`src/rtl/audio_pkg.sv`:
```
// rtl/audio_pkg.sv - shared audio PWM constants, state type and helpers
//
// Purpose: common definitions for the NCO -> PWM DAC path.
// Contents:
//   DEFAULT_CODE_WIDTH        NCO code / duty width
//   DEFAULT_CYCLES_PER_WINDOW PWM window length in clk cycles
//   dac_state_t               IDLE (parked) / RUN (windows running)
//   max_int                   elaboration-time max of two ints
package audio_pkg;

   localparam int DEFAULT_CODE_WIDTH        = 10;
   localparam int DEFAULT_CYCLES_PER_WINDOW = 1024;

   typedef enum logic {
      IDLE = 1'b0,
      RUN  = 1'b1
   } dac_state_t;

   function automatic int max_int(input int a, input int b);
      return (a > b) ? a : b;
   endfunction

endpackage

```
`src/rtl/nco_pwm_dac_if.sv`:
```
// rtl/nco_pwm_dac_if.sv - NCO sample request/response interface
//
// Purpose: carries the sample code from the NCO and the advance request back.
// Signals:
//   code         NCO current sample (driven by the NCO)
//   next_sample  one-cycle advance request (driven by the consumer)
// Modports:
//   master  NCO side:      drives code, receives next_sample
//   slave   consumer side: receives code, drives next_sample
interface nco_pwm_dac_if #(
   parameter int CODE_WIDTH = audio_pkg::DEFAULT_CODE_WIDTH
) ();

   logic [CODE_WIDTH-1:0] code;
   logic                  next_sample;

   modport master (output code, input next_sample);
   modport slave  (input code, output next_sample);

endinterface

```
`src/rtl/pwm_window_counter.sv`:
```
// rtl/pwm_window_counter.sv - PWM window counter with request/last-cycle decode
//
// Purpose: holds the window position and decodes the strobes the top needs.
// Ports:
//   clk, rst   clock, asynchronous active-high reset
//   en         run enable; low forces the counter back to 0
//   state      current top-level state (IDLE/RUN)
//   cnt_next   value cnt takes at the next edge
//   req_next   next_sample must be high in the next cycle
//   win_last   this cycle is the last cycle of a running window
module pwm_window_counter
   import audio_pkg::*;
#(
   parameter int CYCLES_PER_WINDOW = DEFAULT_CYCLES_PER_WINDOW,
   parameter int CNT_WIDTH         = $clog2(CYCLES_PER_WINDOW)
) (
   input  logic                 clk,
   input  logic                 rst,
   input  logic                 en,
   input  dac_state_t           state,
   output logic [CNT_WIDTH-1:0] cnt_next,
   output logic                 req_next,
   output logic                 win_last
);

   localparam logic [CNT_WIDTH-1:0] LAST_CNT = CNT_WIDTH'(CYCLES_PER_WINDOW - 1);
   localparam logic [CNT_WIDTH-1:0] REQ_CNT  = CNT_WIDTH'(CYCLES_PER_WINDOW - 2);

   logic [CNT_WIDTH-1:0] cnt;

   // Leaving IDLE starts a window at 0 rather than advancing, so the first
   // RUN cycle is always cnt=0.
   always_comb begin
      cnt_next = '0;
      if (en && (state == RUN) && (cnt != LAST_CNT)) begin
         cnt_next = cnt + CNT_WIDTH'(1);
      end
   end

   assign req_next = en && (cnt_next == REQ_CNT);
   assign win_last = (state == RUN) && (cnt == LAST_CNT);

   always_ff @(posedge clk or posedge rst) begin
      if (rst) begin
         cnt <= '0;
      end else begin
         cnt <= cnt_next;
      end
   end

endmodule

```
`src/rtl/nco_pwm_dac.sv`:
```
// rtl/nco_pwm_dac.sv - fixed-rate PWM DAC pulling samples from an NCO
//
// Purpose: runs back-to-back PWM windows, requests one NCO sample per window
// and uses it as the duty of the following window.
// Ports:
//   clk, rst         clock, asynchronous active-high reset
//   en               run enable; low parks the block in IDLE
//   nco              slave side of the NCO interface (code in, next_sample out)
//   pwm              registered PWM output
//   duty             currently latched duty
//   samples_fetched  number of next_sample pulses issued (wraps)
module nco_pwm_dac
   import audio_pkg::*;
#(
   parameter int CODE_WIDTH        = DEFAULT_CODE_WIDTH,
   parameter int CYCLES_PER_WINDOW = DEFAULT_CYCLES_PER_WINDOW,
   parameter int CNT_WIDTH         = $clog2(CYCLES_PER_WINDOW)
) (
   input  logic                  clk,
   input  logic                  rst,
   input  logic                  en,
   nco_pwm_dac_if.slave          nco,
   output logic                  pwm,
   output logic [CODE_WIDTH-1:0] duty,
   output logic [15:0]           samples_fetched
);

   localparam int CMP_WIDTH = max_int(CODE_WIDTH, CNT_WIDTH);

   dac_state_t            state;
   logic [CNT_WIDTH-1:0]  cnt_next;
   logic                  req_next;
   logic                  win_last;
   logic                  next_sample_q;
   logic [CODE_WIDTH-1:0] duty_next;
   logic                  pwm_next;

   pwm_window_counter #(
      .CYCLES_PER_WINDOW (CYCLES_PER_WINDOW),
      .CNT_WIDTH         (CNT_WIDTH)
   ) u_counter (
      .clk      (clk),
      .rst      (rst),
      .en       (en),
      .state    (state),
      .cnt_next (cnt_next),
      .req_next (req_next),
      .win_last (win_last)
   );

   assign nco.next_sample = next_sample_q;

   // The window only completes if en is still high on its last edge; a window
   // cut short keeps the old duty.
   assign duty_next = (win_last && en) ? nco.code : duty;

   // Compare against next-cycle values so the registered pwm lines up with cnt.
   // Both sides are zero-extended, so duty beyond the window length is all-high.
   assign pwm_next = en && (CMP_WIDTH'(cnt_next) < CMP_WIDTH'(duty_next));

   always_ff @(posedge clk or posedge rst) begin
      if (rst) begin
         state           <= IDLE;
         duty            <= '0;
         pwm             <= 1'b0;
         next_sample_q   <= 1'b0;
         samples_fetched <= '0;
      end else begin
         case (state)
            IDLE:    state <= en ? RUN : IDLE;
            RUN:     state <= en ? RUN : IDLE;
            default: state <= IDLE;
         endcase
         duty            <= duty_next;
         pwm             <= pwm_next;
         next_sample_q   <= req_next;
         samples_fetched <= samples_fetched + 16'(next_sample_q);
      end
   end

endmodule

```
`src/flat_wrapper.sv`:
```
// flat-port wrapper written by rule: the top's interface ports become plain ports
module nco_pwm_dac_flat import audio_pkg::*;
#(
   parameter int CODE_WIDTH        = DEFAULT_CODE_WIDTH,
   parameter int CYCLES_PER_WINDOW = DEFAULT_CYCLES_PER_WINDOW,
   parameter int CNT_WIDTH         = $clog2(CYCLES_PER_WINDOW)
)
  (clk, rst, en, pwm, duty, samples_fetched, nco_code, nco_next_sample);
  nco_pwm_dac_if #(.CODE_WIDTH(CODE_WIDTH)) nco_i ();
  input  logic clk;
  input  logic rst;
  input  logic en;
  output logic pwm;
  output logic [CODE_WIDTH-1:0] duty;
  output logic [15:0] samples_fetched;
  input wire logic [$bits(nco_i.code)-1:0] nco_code;
  output wire logic [$bits(nco_i.next_sample)-1:0] nco_next_sample;
  assign nco_i.code = nco_code;
  assign nco_next_sample = nco_i.next_sample;
  nco_pwm_dac #(.CODE_WIDTH(CODE_WIDTH), .CYCLES_PER_WINDOW(CYCLES_PER_WINDOW), .CNT_WIDTH(CNT_WIDTH)) u_core (.clk(clk), .rst(rst), .en(en), .nco(nco_i), .pwm(pwm), .duty(duty), .samples_fetched(samples_fetched));
endmodule
```
`config.mk`:
```
export PLATFORM = sky130hd
export DESIGN_NAME = nco_pwm_dac_flat
export DESIGN_NICKNAME = d
export VERILOG_FILES = /design/src/rtl/audio_pkg.sv /design/src/rtl/nco_pwm_dac_if.sv /design/src/rtl/pwm_window_counter.sv /design/src/rtl/nco_pwm_dac.sv /design/src/flat_wrapper.sv
export SDC_FILE = /design/constraint.sdc
export NUM_CORES = 1
export LEC_CHECK = 0
export CAP_MARGIN = 40
export CORE_MARGIN = 5
export CORE_UTILIZATION = 54
export DETAILED_ROUTE_END_ITERATION = 10
export GPL_TIMING_DRIVEN = 1
export PLACE_DENSITY = 0.81
export SKIP_CTS_REPAIR_TIMING = 1
export SKIP_LAST_GASP = 1
export SYNTH_ARGS = -nofsm -noshare
export SYNTH_HDL_FRONTEND = slang
export SYNTH_SLANG_ARGS = --single-unit
export TNS_END_PERCENT = 5
```
`constraint.sdc`:
```
create_clock -name clk -period 5.05 [get_ports clk]
set_clock_uncertainty 0.15 [all_clocks]
set_input_delay 1.515 -clock clk [delete_from_list [all_inputs] [get_ports clk]]
set_output_delay 1.515 -clock clk [all_outputs]
set_load 0.005 [all_outputs]
```
==> flow_summary_export.csv <==
group,metric,value,unit
global_route,grtUsageTotal,18.4,%
cells_and_area,antenna_cells,0,
cells_and_area,stdcell_count,266,
route,vias,1481,
route,maxUsedRoutingLayer,"met4",
global_route,grt_max_degree,40,
sta,hold_viol,0,
cts,cts_tree,"yes",
floorplanning,coreArea,3390,um^2
route,ant_nets,0,
cts,cts.path.max_buffers,2,
cts,clock_latency,0.34,ns
critical_path,cp_cell_sequence,"clkdlybuf4s50_1 -> nand2_1 -> nor4_2 -> buf_4 -> mux2i_1 -> ha_1 -> a21o_1 -> a221o_1 -> a221o_1 -> a31oi_1",
global_route,antenna_found_initial,0,
route,drcViolationCount,0,
sta,max_freq,0.235,GHz
route,wl_per_cell,15.6,um
route,wirelength,4140,um
cts,htreeDepth,2,
floorplanning,initial_core_util,56.9,%
yosys,ys_warn_count,0,
cts,numCtsBuffers,5,
critical_path,arrival,4.37,ns
floorplanning,die_area,4870,um^2
floorplanning,io_pins,41,
cells_and_area,drive_gt1_share,5.91,%
place,place.gp.congestion,0.901,
sta,maxSlewHeadroom,52.9,%
yosys,ys_seq_area_share,50.6,%
yosys,synthCells,175,
place,dpl.hpwl,3160,um
yosys,synth_edf_count,0,
cts,clockRootBuffer,"clkbuf_4",
floorplanning,die_y,69.8,um
sta,finalCritPeriodShare,84.3,%
worst_hold_path,min_path_type,"flip-flop to flip-flop",
critical_path,crit_type,"input port to flip-flop",
route,dr_wl_met3,245,um
place,dpl.cell_count,259,
route,via_per_inst,5.57,
sta,fin_tns_setup,0,ns
critical_path,cp_max_fo,11,
yosys,syn_area,1930,um^2
cells_and_area,n_fill_cell,241,
critical_path,slowest_delay,0.57,ns
power_and_ir_drop,power_density,205,nW/um^2
sta,timing.hold.ws,0.330,ns
yosys,synth_area_leaders,"dfrtp_1, ha_1, xnor2_1",
job,cap_violations,0,
critical_path,cpMostUsedCell,"a221o_1",
sta,final-setup-viol-count,0,
yosys,async_reset_ff_share,100,%
sta,worst_slew_pin_slew,0.696,ns
route,wl_met1,1850,um
global_route,grt_pass1_vias,1505,
cts,clock_sinks,39,
critical_path,cp-start-kind,"input port",
floorplanning,num_rows,21,
power_and_ir_drop,leakagePower,1.14,nW
global_route,grt_pass1_wl,7100,um
global_route,grt.overflow.total,0,
yosys,synth_top_area_share,50.6,%
power_and_ir_drop,irDropWorstVdd,0.000187,V
yosys,ys.flop_type,"dfrtp_1",
place,portBuffers,40,
critical_path,cp.required,5.17,ns
yosys,synth_cell_types,34,
cells_and_area,syn2layout_area_growth,26.6,%
sta,min_period,4.26,ns
yosys,syn_avg_cell_area,11.0,um^2
yosys,ys_seq_elements,39,
sta,rsz0062_at_grt,"false",
yosys,syn_nets,200,
floorplanning,die_w,69.8,um
yosys,synth_top_area_cell,"dfrtp_1",
critical_path,cp_slowest_cell,"clkdlybuf4s50_1",
route,drt_iter0_markers,99,
route,wl_met2,1990,um
critical_path,critPathCaptureType,"flip-flop",
outcome,outcome,"finished, final reports clean",
cts,clk_pin_slew,0.11,ns
sta,drv_slew,0,
route,dr.pass1.iters,4,
cells_and_area,final_net_count,245,
[logic make-up after synthesis]
kind of cell | share of synthesized area, %
simple gates | 16.1
mux | 4.67
flops | 50.6
fa+ha+maj | 7.79
buf+inv | 4.48
xor+xnor | 7.72
compound gates | 8.63
[state kept, by name, indices dropped and copies added (netlist names)]
| signal | count |
|---|---|
| u_core.duty | 10 |
| u_core.pwm | 1 |
| u_core.state | 1 |
| u_core.u_counter.cnt | 10 |
| u_core.samples_fetched | 16 |
| u_core.nco.next_sample | 1 |
[synth_stat cells, types with 3 or more instances]
master / number
a21oi_1: 3
and3_1: 9
and4_1: 4
dfrtp_1: 39
ha_1: 12
inv_1: 17
mux2i_1: 9
nand2_1: 10
nand3_1: 7
nand4_1: 12
nor2_1: 6
o21ai_0: 3
xnor2_1: 16
[per-stage QoR]
stage | setup WS [ns] | power, mW | util [%] | area [um^2]
after floorplan | 1.15 | 0.331 | - | 1930
after global routing | 0.686 | 0.531 | 72.0 | 2440
final | 0.792 | 0.501 | 72.0 | 2440
after global placement | 0.561 | 0.346 | 70.4 | 2380
after CTS | 0.802 | 0.507 | 72.0 | 2440
after detailed placement | 0.431 | 0.347 | 70.4 | 2380
[placed cells by master (no fill, tap or decap), types with 2 or more instances in the layout]
cell type | synthesis | routed
a221o_1 | 2 | 2
a21o_1 | 2 | 2
nand4_1 | 12 | 12
o21ai_0 | 3 | 3
clkbuf_4 | 0 | 5
o2111ai_1 | 2 | 2
xnor2_1 | 16 | 16
nor2_1 | 6 | 6
mux2i_1 | 9 | 9
o211ai_1 | 2 | 2
nand2b_1 | 2 | 2
clkdlybuf4s50_1 | 0 | 40
ha_1 | 12 | 12
buf_4 | 2 | 2
inv_1 | 17 | 17
and3_1 | 9 | 9
dfrtp_1 | 39 | 39
nand3_1 | 7 | 7
and4_1 | 4 | 4
nand2_1 | 10 | 10
a21oi_1 | 3 | 3
[path summary, 6_finish.rpt]
kind,start,to,slack [ns],cells past startpoint
max in group asynchronous,rst,u_core.u_counter.cnt[7]$_DFF_PP0_,2.97,3
worst max register to register,u_core.u_counter.cnt[0]$_DFF_PP0_,u_core.pwm$_DFF_PP0_,1.53,10
min in group asynchronous,rst,u_core.duty[2]$_DFF_PP0_,1.43,3
worst min register to register,u_core.samples_fetched[15]$_DFF_PP0_,u_core.samples_fetched[15]$_DFF_PP0_,0.33,1
worst max-delay path,en,u_core.pwm$_DFF_PP0_,0.79,10
worst min-delay path,u_core.samples_fetched[15]$_DFF_PP0_,u_core.samples_fetched[15]$_DFF_PP0_,0.33,1
[routing by layer]
metal  vias up  global-route usage, %
li1        720                      -
met1       707                   23.1
met2        49                   29.6
met3         5                   6.23
met4         0                   6.81
met5         -                      0
[power by group]
part / total, mW / internal (mW) / switching [mW]
logic: 0.0245 / 0.0127 / 0.0118
registers: 0.316 / 0.314 / 0.00189
clock network: 0.161 / 0.0645 / 0.0962
[area by class of cell]
type,instances,area (um^2),share of cell area [%]
Sequential cell,39,976,40.0
Multi-Input combinational cell,115,872,35.7
Timing Repair Buffer,42,415,17.0
Inverter,17,63.8,2.61
Tap cell,46,57.6,2.36
Clock buffer,6,51.3,2.10
Clock inverter,1,5.00,0.205
[critical path: cells and delay by family]
kind            cells  cell delay [ns]
simple gates        2             0.47
compound gates      4             1.02
mux                 1             0.26
buf+inv             2             0.83
fa+ha+maj           1             0.27
Note: power is estimated with default switching activity, not from simulation.
